File: src/rtl/serial_subtractor_ctrl_pkg.sv
// rtl/serial_subtractor_ctrl_pkg.sv - shared state type and default width for serial arithmetic controllers
package serial_subtractor_ctrl_pkg;

   localparam int DEFAULT_WIDTH = 8;

   typedef enum logic [1:0] {
      IDLE = 2'd0,
      RUN  = 2'd1,
      DONE = 2'd2
   } state_e;

endpackage

File: src/rtl/serial_subtractor_ctrl_if.sv
// rtl/serial_subtractor_ctrl_if.sv - operand/result handshake bundle for the serial subtractor
interface serial_subtractor_ctrl_if
   import serial_subtractor_ctrl_pkg::*;
#(
   parameter int WIDTH = DEFAULT_WIDTH
);

   logic             in_valid;
   logic             in_ready;
   logic [WIDTH-1:0] a;
   logic [WIDTH-1:0] b;
   logic             bin;
   logic             out_valid;
   logic             out_ready;
   logic [WIDTH-1:0] diff;
   logic             bout;
   logic             ovf;
   logic             busy;

   modport master (
      output in_valid, a, b, bin, out_ready,
      input  in_ready, out_valid, diff, bout, ovf, busy
   );

   modport slave (
      input  in_valid, a, b, bin, out_ready,
      output in_ready, out_valid, diff, bout, ovf, busy
   );

endinterface

File: src/rtl/serial_subtractor_ctrl_full_subtractor.sv
// rtl/serial_subtractor_ctrl_full_subtractor.sv - single-bit full subtractor cell, d = x - y - bi
module serial_subtractor_ctrl_full_subtractor (
   input  logic x,
   input  logic y,
   input  logic bi,
   output logic d,
   output logic bo
);

   assign d  = x ^ y ^ bi;
   assign bo = (~x & y) | (~(x ^ y) & bi);

endmodule

File: src/rtl/serial_subtractor_ctrl.sv
// rtl/serial_subtractor_ctrl.sv - bit-serial subtraction sequencer, one shared cell, LSB first
module serial_subtractor_ctrl
   import serial_subtractor_ctrl_pkg::*;
#(
   parameter int WIDTH = DEFAULT_WIDTH
) (
   input  logic                   clk,
   input  logic                   rst_n,
   serial_subtractor_ctrl_if.slave bus
);

   localparam int            CW       = (WIDTH > 1) ? $clog2(WIDTH) : 1;
   localparam logic [CW-1:0] CNT_LAST = CW'(WIDTH - 1);

   state_e           state_q, state_d;
   logic [WIDTH-1:0] sa_q, sa_d;
   logic [WIDTH-1:0] sb_q, sb_d;
   logic [WIDTH-1:0] diff_q, diff_d;
   logic [CW-1:0]    cnt_q, cnt_d;
   logic             br_q, br_d;
   logic             a_msb_q, a_msb_d;
   logic             b_msb_q, b_msb_d;
   logic             cell_d, cell_bo;

   serial_subtractor_ctrl_full_subtractor u_cell (
      .x  (sa_q[0]),
      .y  (sb_q[0]),
      .bi (br_q),
      .d  (cell_d),
      .bo (cell_bo)
   );

   always_comb begin
      state_d = state_q;
      sa_d    = sa_q;
      sb_d    = sb_q;
      diff_d  = diff_q;
      cnt_d   = cnt_q;
      br_d    = br_q;
      a_msb_d = a_msb_q;
      b_msb_d = b_msb_q;
      unique case (state_q)
         IDLE: begin
            if (bus.in_valid) begin
               sa_d    = bus.a;
               sb_d    = bus.b;
               br_d    = bus.bin;
               cnt_d   = '0;
               a_msb_d = bus.a[WIDTH-1];
               b_msb_d = bus.b[WIDTH-1];
               state_d = RUN;
            end
         end
         RUN: begin
            // Result bits enter from the top so bit 0 lands at diff_q[0] after WIDTH shifts.
            sa_d   = sa_q >> 1;
            sb_d   = sb_q >> 1;
            diff_d = {cell_d, diff_q[WIDTH-1:1]};
            br_d   = cell_bo;
            cnt_d  = cnt_q + CW'(1);
            if (cnt_q == CNT_LAST) begin
               state_d = DONE;
            end
         end
         DONE: begin
            if (bus.out_ready) begin
               state_d = IDLE;
            end
         end
         default: state_d = IDLE;
      endcase
   end

   always_ff @(posedge clk or negedge rst_n) begin
      if (!rst_n) begin
         state_q <= IDLE;
         sa_q    <= '0;
         sb_q    <= '0;
         diff_q  <= '0;
         cnt_q   <= '0;
         br_q    <= 1'b0;
         a_msb_q <= 1'b0;
         b_msb_q <= 1'b0;
      end else begin
         state_q <= state_d;
         sa_q    <= sa_d;
         sb_q    <= sb_d;
         diff_q  <= diff_d;
         cnt_q   <= cnt_d;
         br_q    <= br_d;
         a_msb_q <= a_msb_d;
         b_msb_q <= b_msb_d;
      end
   end

   assign bus.in_ready  = (state_q == IDLE);
   assign bus.out_valid = (state_q == DONE);
   assign bus.busy      = (state_q == RUN) || (state_q == DONE);
   assign bus.diff      = diff_q;
   assign bus.bout      = br_q;
   assign bus.ovf       = (a_msb_q != b_msb_q) && (diff_q[WIDTH-1] != a_msb_q);

endmodule

File: src/flat_wrapper.sv
// flat-port wrapper written by rule: the top's interface ports become plain ports
module serial_subtractor_ctrl_flat import serial_subtractor_ctrl_pkg::*;
#(
   parameter int WIDTH = DEFAULT_WIDTH
)
  (clk, rst_n, bus_in_valid, bus_a, bus_b, bus_bin, bus_out_ready, bus_in_ready, bus_out_valid, bus_diff, bus_bout, bus_ovf, bus_busy);
  serial_subtractor_ctrl_if #(.WIDTH(WIDTH)) bus_i ();
  input  logic clk;
  input  logic rst_n;
  input wire logic [$bits(bus_i.in_valid)-1:0] bus_in_valid;
  input wire logic [$bits(bus_i.a)-1:0] bus_a;
  input wire logic [$bits(bus_i.b)-1:0] bus_b;
  input wire logic [$bits(bus_i.bin)-1:0] bus_bin;
  input wire logic [$bits(bus_i.out_ready)-1:0] bus_out_ready;
  output wire logic [$bits(bus_i.in_ready)-1:0] bus_in_ready;
  output wire logic [$bits(bus_i.out_valid)-1:0] bus_out_valid;
  output wire logic [$bits(bus_i.diff)-1:0] bus_diff;
  output wire logic [$bits(bus_i.bout)-1:0] bus_bout;
  output wire logic [$bits(bus_i.ovf)-1:0] bus_ovf;
  output wire logic [$bits(bus_i.busy)-1:0] bus_busy;
  assign bus_i.in_valid = bus_in_valid;
  assign bus_i.a = bus_a;
  assign bus_i.b = bus_b;
  assign bus_i.bin = bus_bin;
  assign bus_i.out_ready = bus_out_ready;
  assign bus_in_ready = bus_i.in_ready;
  assign bus_out_valid = bus_i.out_valid;
  assign bus_diff = bus_i.diff;
  assign bus_bout = bus_i.bout;
  assign bus_ovf = bus_i.ovf;
  assign bus_busy = bus_i.busy;
  serial_subtractor_ctrl #(.WIDTH(WIDTH)) u_core (.clk(clk), .rst_n(rst_n), .bus(bus_i));
endmodule
File: config.mk
export PLATFORM = sky130hd
export DESIGN_NAME = serial_subtractor_ctrl_flat
export DESIGN_NICKNAME = d
export VERILOG_FILES = /design/src/rtl/serial_subtractor_ctrl_pkg.sv /design/src/rtl/serial_subtractor_ctrl_if.sv /design/src/rtl/serial_subtractor_ctrl_full_subtractor.sv /design/src/rtl/serial_subtractor_ctrl.sv /design/src/flat_wrapper.sv
export SDC_FILE = /design/constraint.sdc
export NUM_CORES = 1
export LEC_CHECK = 0
export CORE_MARGIN = 5
export CORE_UTILIZATION = 35
export CTS_BUF_LIST = sky130_fd_sc_hd__clkbuf_16
export DETAILED_ROUTE_END_ITERATION = 8
export GPL_ROUTABILITY_DRIVEN = 0
export PLACE_DENSITY_LB_ADDON = 0.08
export SLEW_MARGIN = 20
export SYNTH_ARGS = -nofsm -noshare
export SYNTH_HDL_FRONTEND = slang
export SYNTH_SLANG_ARGS = --single-unit
File: constraint.sdc
create_clock -name clk -period 1.9 [get_ports clk]
set_input_delay 0.475 -clock clk [delete_from_list [all_inputs] [get_ports clk]]
set_output_delay 0.475 -clock clk [all_outputs]
set_load 0.02 [all_outputs]
==> Word level (Yosys, flattened, before mapping) <==
Index checks and enable logic that the tools add are counted.
{ "totals": {"ff_bits": 32, "inputBits": 21, "output_inout_bits": 13, "word_cells": 43} }
{ "classes": {"add_sub_neg": 1, "eq_ne": 8, "n_mux": 12, "bitwise": 7, "reduce_logical": 7} }
{ "op_table": {"columns": ["operator", "count"], "rows": [
  ["case mux 8 bit (2 select lines)", 2],
  ["2-to-1 mux 8 bit", 2],
  ["2-to-1 mux 2 bit", 3],
  ["case mux 2 bit (3 select lines)", 1],
  ["case mux 3 bit (2 select lines)", 1],
  ["!= test 2 bit (second input constant)", 2],
  ["AND reduction 2 bit", 2],
  ["adder 3 x 1 -> 3 bit (second input constant)", 1],
  ["equality test 3 bit (second input constant)", 1],
  ["2-to-1 mux 3 bit", 1],
  ["AND reduction 3 bit", 1],
  ["AND 1 bit", 2],
  ["equality test 2 x 1 -> 1 bit (second input constant)", 1],
  ["equality test 2 bit (second input constant)", 1],
  ["logical NOT 2 bit", 1],
  ["!= test 1 bit", 2],
  ["!= test 2 x 1 -> 1 bit (second input constant)", 1],
  ["inverter 1 bit", 2],
  ["case mux 1 bit (2 select lines)", 1],
  ["nonzero test 2 bit", 1],
  ["XOR 1 bit", 2],
  ["logical AND 1 bit", 1],
  ["logical OR 1 bit", 1],
  ["2-to-1 mux 1 bit", 1],
  ["bitwise OR 1 bit", 1]
]} }

==> Longest topological paths before layout <==
Gate-level depths: netlist (run 1).
{ "depth": {"depth_word": 5, "depth_mapped": 6, "depth_no_buf": 5} }

==> Modules after synthesis <==
From an unflattened synthesis (run 1), not the netlist that was laid out.
{ "hier_totals": {"cells_unflattened": 129, "area_unflattened_um2": 1547.7} }
{ "modules_own_cells": {"columns": ["mod", "instances", "cells_per_inst", "area_each_um2", "seq_area_each_um2"], "rows": [
  ["serial_subtractor_ctrl", 1, 125, 1516.5, 800.8],
  ["serial_subtractor_ctrl_full_subtractor", 1, 4, 31.3, 0.0]
]} }

==> Worst setup path after synthesis (run 1) <==
OpenSTA, ideal clock, no wires.
{ "synth_path": {"path_kind": "flip-flop to flip-flop", "from": "reg u_core.state_q[0]", "to": "reg u_core.br_q, in the netlist u_core.bus.bout", "setup_time_ps": 126, "t_arrival_ps": 1533, "required_time_ps": 1774, "slack_ps": 240, "path_stages_with_launch": 6, "path_buffers": 1, "synth_period_minus_slack_ps": 1660, "path_cell_list": "dfrtp_1 inv_1 ha_1 mux2i_2 buf_6 o21ai_0"} }
{ "synth_via": {"elab_chain_cells": 3, "elab_cells_between_ends": 6, "cone_classes": "eq/ne: 2; mux: 1; reduce/logical: 3"} }
{ "synth_lines": {"columns": ["item", "line_no", "source"], "rows": [
  ["start: declaration", "serial_subtractor_ctrl.sv:15", "state_e state_q, state_d;"],
  ["start signal: assignment", "serial_subtractor_ctrl.sv:85", "state_q <= state_d;"],
  ["logical NOT 2 bit *", null, null],
  ["named net bus_in_ready", "flat_wrapper.sv:15", "output wire logic [$bits(bus_i.in_ready)-1:0] bus_in_ready;"],
  ["!= test 2 bit (no line) / nonzero test 2 bit (equally long branches)", null, null],
  ["AND reduction 2 bit (no line)", null, null],
  ["end signal: assignment", "serial_subtractor_ctrl.sv:90", "br_q <= br_d;"],
  ["end: declaration", "serial_subtractor_ctrl.sv:20", "logic br_q, br_d;"]
]} }
Mark *: on every way through the listed nets, which the timed path passes. The rest lies on a longest branch.
A chain may end at the register's enable or synchronous reset.

==> Worst setup path in the final report (run 1) <==
{ "layout_path": {"from": "reg u_core.diff_q[7], in the netlist u_core.bus.diff[7]", "to": "out bus_diff[7]"} }
{ "layout_rtl": {"columns": ["item", "line_no", "source"], "rows": [
  ["start: declaration", "serial_subtractor_ctrl.sv:18", "logic [WIDTH-1:0] diff_q, diff_d;"],
  ["start signal: assignment", "serial_subtractor_ctrl.sv:88", "diff_q <= diff_d;"],
  ["end: declaration", "flat_wrapper.sv:17", "output wire logic [$bits(bus_i.diff)-1:0] bus_diff;"]
]} }
No word-level cell between the ends.

==> results of run 1 <==
-- through the flow --
step	power (mW)	std cells	setup slack [ps]	hold WS [ps]	util
global placement	3.00	216	128	463	0.448
finish	3.72	225	92.0	476	0.481
global route	4.02	225	14.6	492	0.481
floorplan	2.50	129	240	179	-
CTS	3.79	224	52.2	482	0.479
detailed placement	3.07	216	87.8	471	0.448
-- worst min-delay path by stage --
stage | startpoint | end | depth (start not counted)
after global routing | u_core.sa_q[5] | u_core.sa_q[5] | 2
after global placement | u_core.sa_q[5] | u_core.sa_q[5] | 2
after CTS | u_core.sa_q[5] | u_core.sa_q[5] | 2
final | u_core.sa_q[5] | u_core.sa_q[5] | 2
after floorplan | rst_n | u_core.a_msb_q | 0
after detailed placement | u_core.sa_q[5] | u_core.sa_q[5] | 2
-- cell usage in the layout, fill, tap and decap left out, types with 2 or more instances in the layout --
cell type,Yosys,final
o21ai_0,16,16
clkdlybuf4s50_1,0,29
clkinv_2,0,2
nand2_1,21,21
o21ai_2,4,4
mux2_2,12,12
a32o_1,2,2
ha_1,6,6
nor2b_1,2,2
inv_1,6,6
dlygate4sd2_1,0,4
dfrtp_1,32,32
buf_4,0,9
nand2b_1,2,2
clkbuf_16,0,5
mux2i_1,14,14
-- cell type report --
type | instances | share of cell area
well taps | 52 | 0.0313
clock buffers | 5 | 0.0602
inverters | 6 | 0.0108
clock inverters | 3 | 0.00662
flip-flops and latches | 32 | 0.385
repair buffers | 42 | 0.189
multi-input cells | 85 | 0.317
-- critical path, delay by kind of cell, from the launching register on --
family,cells,cell delay [ps]
buffers and inverters,2,730
DFF,1,340
-- synthesized netlist by cell type (2+ instances only) --
master	n	area, um2
a32o_1	2	20.0
buf_6	5	56.3
dfrtp_1	32	801
ha_1	6	75.1
inv_1	6	22.5
mux2_2	12	135
mux2i_1	14	140
nand2_1	21	78.8
nand2b_1	2	12.5
nor2b_1	2	12.5
o21ai_0	16	80.1
o21ai_2	4	35.0
-- timing repair --
action,CTS,global route
setup buffers,0,1
resized for setup,4,0
setup endpoints to repair,4,1
-- power breakdown --
part | leakage, nW | internal (mW) | switching (mW) | total [mW]
Sequential | 0.396 | 1.02 | 0.194 | 1.22
Combinational | 0.466 | 0.883 | 0.880 | 1.76
Clock | 0.0710 | 0.474 | 0.265 | 0.739
-- logic make-up after synthesis --
| kind of cell | after synthesis |
|---|---|
| flip-flops | 32 |
| AO/OA/AOI/OAI | 24 |
| AND/OR/NAND/NOR | 27 |
| adder cells (fa/ha/maj) | 7 |
| buffers and inverters | 12 |
| multiplexers | 27 |
-- state kept, by name, summed over array words and instances, names as in the netlist --
name	flops
u_core.sa_q	8
u_core.bus.bout	1
u_core.a_msb_q	1
u_core.bus.diff	8
u_core.sb_q	8
u_core.cnt_q	3
u_core.b_msb_q	1
u_core.state_q	2
-- routing by layer --
layer | wire (um) | track usage | share of wire | vias to the layer above
li1 | - | - | - | 527
met1 | 1350 | 0.133 | 0.46 | 501
met2 | 1450 | 0.169 | 0.50 | 18
met3 | 105 | 0.0378 | 0.036 | 2
met4 | 14 | 0.0315 | 0.0048 | 0
met5 | 0 | 0 | 0 | -
==> key figures, run 1 <==
Status
  • Outcome: complete, no violations

Drt
  • DR WL/cell: 13.0 um
  • DRT iter0 DRCs: 41
  • Vias per inst: 4.66
  • Routed WL: 2.92 mm
  • First-pass DRT Iterations: 4
  • Vias: 1048
  • Remaining routing DRC violations: 0
  • DRT antenna net count: 0

Finish
  • Area of the multi-input gates: 659 um2
  • Inserted Diodes: 0
  • Layout cell share with drive strength beyond 1: 0.197
  • FF/Latch Area: 801 um2
  • Layout Nets: 200
  • Layout fillers: 424
  • Area growth syn-to-layout: 34.7%
  • Post-route design area: 2080 um2

Yosys
  • Gate Count Post-Synth: 129
  • Compound-cell area share of the yosys netlist: 0.101
  • Sequential share of the synthesized area: 0.519
  • Flops & latches, synth: 32
  • Xor and xnor area share after synthesis: 0
  • Synth Flop Type: dfrtp_1
  • Combinational family with the most area after synthesis: multiplexers
  • Number of synthesized flops with an enable pin: 0
  • Mapped cell area: 1540 um2
  • Multiplexer share of the synthesized area: 0.187
  • Avg Inst Size Synth: 12.0 um2
  • Async set or reset register ratio after synthesis: 1.00
  • Synth warnings: 0
  • Synth Area in Simple Gates: 0.0770
  • Adder-cell share of the synthesized area: 0.0616
  • Netlist cell types: 19
  • Net Count, Synth: 157

Critical path
  • Worst reg2reg setup slack: 200 ps
  • CP endpoint: bus_diff[7]
  • R2r startpoint: u_core.state_q[1]
  • Crit path DAT: 1330 ps
  • WS Path Type: reg2out
  • Worst path cell trace: buf_4, clkdlybuf4s50_1
  • CP peak stage delay: 610 ps
  • Reg2Reg Depth: 6
  • Worst Setup End Kind: output pin
  • Slowest CP cell: clkdlybuf4s50_1
  • Reg-to-Reg End: u_core.state_q[0]
  • Worst Path Required: 1420 ps
  • CP startpoint kind: flop
  • CP Launch Point: u_core.bus.diff[7]
  • Critical path fanouts, max: 4

Power and ir drop
  • Total power density per cell area: 1790 nW/um2
  • Pleak: 0.933 nW
  • VDD IR max: 0.710 mV

STA
  • Setup_tns: 0 ps
  • Period utilization: 0.952
  • RSZ-0062 raised after global routing: false
  • Max Clk Rate: 553 MHz
  • Final setup fails: 0
  • Least-Margin Pin Slew: 410 ps
  • Final setup skew: 4.19 ps
  • Tmin final: 1810 ps
  • Slew Viols, Final: 0
  • Final Hold Viols: 0
  • Slew HR: 0.727

Clock network
  • Total CTS buffers: 5
  • CTS clk-pin slew, worst paths: 50 ps
  • H-tree levels: 2
  • Clock sink count: 32
  • CTS Buffer Depth: 2
  • CTS tree: yes
  • Clock Tree Root: clkbuf_16
  • CTS Hold Bufs: 0
  • Clock insertion delay at the later pin of the skew report: 270 ps

Floorplan
  • # IOs: 34
  • Row cnt: 24
  • Die Span X: 76.4 um
  • Initial Util: 0.357
  • CORE AREA: 4320 um2
  • Full die area: 5840 um2
  • Die Ht: 76.4 um

Placement
  • Buffers on Ports: 33
  • Hpwl dp: 2.14 mm
  • Dpl cell area: 1940 um2

GRT
  • Initial antenna violation count: 0
  • Largest net degree at the start of global routing: 33
  • GRT overflow: 0
  • Global-route wire length before repair: 5.09 mm
  • GRT Util Overall: 0.105
  • Vias in the first global route: 1096

Worst hold path
  • Worst Hold Class: reg2reg

Job
  • Max Cap Viol: 0
(Power assumes the default switching activity.)
==> run 2: changes to the inputs <==
--- a/config.mk
+++ b/config.mk
@@ -5,9 +5,10 @@
 export SDC_FILE = /design/constraint.sdc
 export NUM_CORES = 1
 export LEC_CHECK = 0
-export CORE_MARGIN = 5
+export CORE_MARGIN = 2
 export CORE_UTILIZATION = 35
 export CTS_BUF_LIST = sky130_fd_sc_hd__clkbuf_16
+export CTS_CLUSTER_DIAMETER = 80
 export DETAILED_ROUTE_END_ITERATION = 8
 export GPL_ROUTABILITY_DRIVEN = 0
 export PLACE_DENSITY_LB_ADDON = 0.08
==> key figures, run 2 (synthesized netlist as in run 1, its figures left out) <==
Power and ir drop
  • VDD IR max: 1.05 mV (+48%)
  • Sw frac: 0.361 (+0.000872)
  • Total power density per cell area: 1790 nW/um2 (about the same)
  • Pleak: 0.928 nW (-0.53%)
  • Cell internal pwr: 2.37 mW (-0.54%)
  • Power share of the clock group: 0.200 (about the same)
  • Reg power frac: 0.329 (+0.002)
  • Gate power share: 0.471 (-0.003)
  • Power Total: 3.70 mW (-0.40%)
  • Sw Pwr: 1.34 mW (-0.16%)

Critical path
  • CP startpoint kind: flop
  • Crit path DAT: 1350 ps (+20 ps)
  • Critical path fanouts, max: 4 (unchanged)
  • Worst Path Required: 1420 ps (about the same)
  • CP Launch Point: u_core.state_q[0]
  • WS Path Type: reg2out
  • Worst Setup End Kind: output pin
  • R2r startpoint: u_core.state_q[0]

STA
  • Final setup skew: 1.52 ps (-2.68 ps)
  • Final WS setup: 79.3 ps (-12.7 ps)
  • Final setup fails: 0 (unchanged)
  • Max Clk Rate: 549 MHz (-0.70%)
  • Setup_tns: 0 ps (unchanged)
  • Least-Margin Pin Slew: 420 ps (+9.98 ps)
  • RSZ-0062 raised after global routing: false
  • Tmin final: 1820 ps (+12.7 ps)
  • Period utilization: 0.958 (+0.00669)
  • Final Hold Viols: 0 (unchanged)
  • Slew HR: 0.720 (-0.00665)
  • Slew Viols, Final: 0 (unchanged)

Drt
  • Routed WL: 2.87 mm (-1.6%)
  • Remaining routing DRC violations: 0 (unchanged)
  • DRT antenna net count: 0 (unchanged)
  • Vias per inst: 4.70 (+0.93%)
  • First-pass DRT Iterations: 4 (unchanged)
  • DRT iter0 DRCs: 48 (+17%)
  • DR WL/cell: 12.8 um (-1.1%)
  • Vias: 1053 (+0.48%)

Worst hold path
  • Min-Delay Startpoint: u_core.sb_q[0]
  • Worst Hold Class: reg2reg

Floorplan
  • # IOs: 34 (unchanged)
  • CORE AREA: 4290 um2 (-0.69%)
  • Full die area: 4960 um2 (-15%)
  • Die Span X: 70.4 um (-7.9%)
  • Initial Util: 0.360 (+0.00250)
  • Row cnt: 24 (unchanged)
  • Die Ht: 70.4 um (-7.9%)

GRT
  • GRT overflow: 0 (unchanged)
  • Vias in the first global route: 1071 (-2.3%)
  • Largest net degree at the start of global routing: 33 (unchanged)
  • Global-route wire length before repair: 4.95 mm (-2.7%)
  • Initial antenna violation count: 0 (unchanged)
  • GRT Util Overall: 0.128 (+0.0226)

Clock network
  • Total CTS buffers: 5 (unchanged)
  • Clock sink count: 32 (unchanged)
  • Clock Tree Root: clkbuf_16
  • CTS tree: yes
  • H-tree levels: 2 (unchanged)
  • CTS Buffer Depth: 2 (unchanged)
  • CTS clk-pin slew, worst paths: 50 ps (about the same)
  • CTS Hold Bufs: 0 (unchanged)
  • Clock insertion delay at the later pin of the skew report: 270 ps (about the same)

Finish
  • Layout cell share with drive strength beyond 1: 0.192 (-0.00467)
  • Most common cell after layout, fill and taps aside: dfrtp_1
  • Layout Nets: 199 (-0.50%)
  • Leading cell types in the layout, fill and taps excluded: dfrtp_1 (32), clkdlybuf4s50_1 (29), nand2_1 (21), o21ai_0 (16), mux2i_1 (14)
  • Inserted Diodes: 0 (unchanged)
  • Area growth syn-to-layout: 34.2%

Placement
  • Hpwl dp: 2.07 mm (-3.2%)
  • Setup slack at placement: 84.2 ps (-3.62 ps)
  • Buffers on Ports: 33 (unchanged)

Status
  • Outcome: complete, no violations

Job
  • Max Cap Viol: 0 (unchanged)
[run 2: metal layers]
metal / track usage / routed length, um
met5: 0 / 0
met4: 0.0449 / 27
met3: 0.0462 / 125
met2: 0.211 / 1390
met1: 0.154 / 1330
[run 2: power by group through the flow]
stage	Sequential, mW	Clock, mW	Combinational [mW]
after floorplan	1.31	0	1.19
after global placement	1.22	0	1.77
after detailed placement	1.24	0	1.82
after CTS	1.23	0.764	1.78
after global routing	1.27	0.803	1.92
final	1.22	0.740	1.74
[run 2: path summary, 6_finish.rpt]
path,slack (ps),endpoint,cells after the start
hold / removal,480,u_core.sb_q[0],2
hold reg to reg,480,u_core.sb_q[0],2
max in group asynchronous,990,u_core.cnt_q[2],2
setup reg to reg,170,u_core.state_q[1],6
setup / recovery,80,bus_busy,3
min in group asynchronous,610,u_core.sa_q[5],2
[run 2: area by class of cell]
| cell class | instances | area (um2) |
|---|---|---|
| Clock inverter | 3 | 13.8 |
| Multi-Input combinational cell | 85 | 659 |
| Fill cell | 406 | 2220 |
| Timing Repair Buffer | 41 | 385 |
| Sequential cell | 32 | 801 |
| Inverter | 6 | 22.5 |
| Tap cell | 52 | 65.1 |
| Clock buffer | 5 | 125 |
[run 2: what timing repair did]
item	in CTS	in global routing
gates resized for setup	4	0
buffers inserted	0	0
endpoints found under the setup margin	4	0
[run 2: through the flow]
step | instances | hold slack (ps) | cell area [um2] | utilization
2_1_floorplan | 129 | 179 | 1540 | -
3_3_place_gp | 216 | 461 | 1940 | 0.451
3_5_place_dp | 216 | 471 | 1940 | 0.451
4_1_cts | 224 | 482 | 2070 | 0.483
5_1_grt | 224 | 507 | 2070 | 0.483
6_report | 224 | 480 | 2070 | 0.483
[run 2: critical path, stage by stage, from the launching register on]
cell and delay [ps]:
dfrtp_1 390, inv_1 80, ha_1 290, dlygate4sd2_1 320
==> run 3: changes to the inputs <==
--- a/config.mk
+++ b/config.mk
@@ -5,7 +5,7 @@
 export SDC_FILE = /design/constraint.sdc
 export NUM_CORES = 1
 export LEC_CHECK = 0
-export CORE_MARGIN = 2
+export CORE_MARGIN = 1
 export CORE_UTILIZATION = 35
 export CTS_BUF_LIST = sky130_fd_sc_hd__clkbuf_16
 export CTS_CLUSTER_DIAMETER = 80
==> key figures, run 3 (synthesized netlist as in run 1, its figures left out) <==
Critical path
  • Worst Path Buf+Inv: 2 (unchanged)
  • CP startpoint kind: flop
  • Worst Setup End Kind: output pin
  • Crit path DAT: 1350 ps (about the same)
  • Top cell family by delay on the critical path: buffers and inverters
  • Critical path fanouts, max: 4 (unchanged)
  • Worst Path Required: 1420 ps (about the same)
  • Slowest CP cell: dfrtp_1
  • CP peak stage delay: 390 ps (about the same)
  • Worst path cell trace: inv_1, ha_1, dlygate4sd2_1
  • WS Path Type: reg2out

STA
  • Slew HR: 0.730 (+0.0105)
  • Max Clk Rate: 548 MHz (-0.16%)
  • Final setup fails: 0 (unchanged)
  • Slew Viols, Final: 0 (unchanged)
  • Final Hold Viols: 0 (unchanged)
  • Setup_tns: 0 ps (unchanged)
  • Least-Margin Pin Slew: 404 ps (-15.8 ps)
  • Final setup skew: 5.33 ps (+3.81 ps)
  • Final WS setup: 76.4 ps (-2.89 ps)
  • RSZ-0062 raised after global routing: false
  • Min Hold Slack: 479 ps (-0.319 ps)
  • Tmin final: 1820 ps (+2.89 ps)
  • Period utilization: 0.960 (+0.00152)

Clock network
  • Clock insertion delay at the later pin of the skew report: 270 ps (about the same)
  • CTS tree: yes
  • Clock sink count: 32 (unchanged)
  • CTS Buffer Depth: 2 (unchanged)
  • Clock Tree Root: clkbuf_16
  • Total CTS buffers: 5 (unchanged)
  • H-tree levels: 2 (unchanged)
  • CTS clk-pin slew, worst paths: 50 ps (about the same)
  • Setup bufs post-CTS: 0 (unchanged)

Finish
  • Inserted Diodes: 0 (unchanged)
  • Layout cell share with drive strength beyond 1: 0.176 (-0.0154)
  • Area growth syn-to-layout: 34.0%
  • Most common cell after layout, fill and taps aside: dfrtp_1
  • Leading cell types in the layout, fill and taps excluded: dfrtp_1 (32), clkdlybuf4s50_1 (29), nand2_1 (21), o21ai_0 (16), mux2i_1 (14)
  • Post-route design area: 2070 um2 (-0.18%)
  • Final Non-Filler Cells: 220 (-1.8%)
  • Layout Nets: 198 (-0.50%)
  • Post-layout util: 0.503 (+0.0201)

GRT
  • GRT overflow: 0 (unchanged)
  • Global-route wire length before repair: 4.80 mm (-2.9%)
  • GRT Util Overall: 0.142 (+0.0144)
  • Largest net degree at the start of global routing: 33 (unchanged)
  • Initial antenna violation count: 0 (unchanged)
  • Vias in the first global route: 1085 (+1.3%)

Floorplan
  • # IOs: 34 (unchanged)
  • Die Ht: 68.4 um (-2.8%)
  • Row cnt: 23 (-4.2%)
  • Initial Util: 0.375 (+0.0156)
  • Die Span X: 68.4 um (-2.8%)
  • CORE AREA: 4120 um2 (-4.2%)
  • Full die area: 4680 um2 (-5.6%)

Drt
  • Vias per inst: 4.75 (+0.95%)
  • Remaining routing DRC violations: 0 (unchanged)
  • DRT iter0 DRCs: 42 (-13%)
  • First-pass DRT Iterations: 4 (unchanged)
  • Routed WL: 2.81 mm (-2.3%)
  • DRT antenna net count: 0 (unchanged)
  • DR WL/cell: 12.8 um (-0.52%)
  • Vias: 1044 (-0.85%)

Job
  • Max Cap Viol: 0 (unchanged)

Placement
  • Hpwl dp: 2.04 mm (-1.8%)
  • Buffers on Ports: 33 (unchanged)
  • Dpl cell area: 1940 um2 (+0.13%)
  • Setup slack at placement: 12.2 ps (-72.0 ps)
  • Placed Cells: 213 (-1.4%)

Power and ir drop
  • Power Total: 3.72 mW (+0.46%)
  • VDD IR max: 0.861 mV (-18%)
  • Pleak: 0.922 nW (-0.64%)
  • Total power density per cell area: 1800 nW/um2 (+0.64%)

Status
  • Outcome: complete, no violations

Worst hold path
  • Worst Hold Class: reg2reg
run 3: layer usage:
metal	vias up	global-route usage	share of wire
li1	525	-	-
met1	497	0.164	0.46
met2	20	0.241	0.49
met3	2	0.0533	0.041
met4	0	0.0469	0.0061
met5	-	0	0
run 3: tightest hold or removal path: cells and delay by family, from the launching register on:
kind            cells  cell delay, ps
flops               1             340
simple gates        1              40
compound gates      1              60
run 3: cell type report:
cell class / count / area [um2]
Timing Repair Buffer: 40 / 390
Clock buffer: 5 / 125
Inverter: 6 / 22.5
Sequential cell: 32 / 801
Clock inverter: 2 / 7.51
Fill cell: 370 / 2050
Tap cell: 50 / 62.6
Multi-Input combinational cell: 85 / 659
run 3: path summary, 6_finish.rpt:
kind,cells after the start,endpoint,slack [ps],from
max,3,bus_busy,80,u_core.state_q[0]
min,2,u_core.sb_q[5],480,u_core.sb_q[5]
max reg2reg,6,u_core.state_q[0],180,u_core.state_q[0]
min reg2reg,2,u_core.sb_q[5],480,u_core.sb_q[5]
max in group asynchronous,2,u_core.cnt_q[1],1000,rst_n
min in group asynchronous,2,u_core.sa_q[0],610,rst_n
run 3: timing repair:
| action | CTS | global route |
|---|---|---|
| hold buffers | 0 | 0 |
| setup endpoints to repair | 4 | 0 |
| gates resized for setup | 4 | 0 |
run 3: report_power, final:
part	internal (mW)	total (mW)	switching [mW]
Sequential	1.02	1.23	0.204
Clock	0.467	0.722	0.255
Combinational	0.899	1.77	0.874
Total	2.39	3.72	1.33
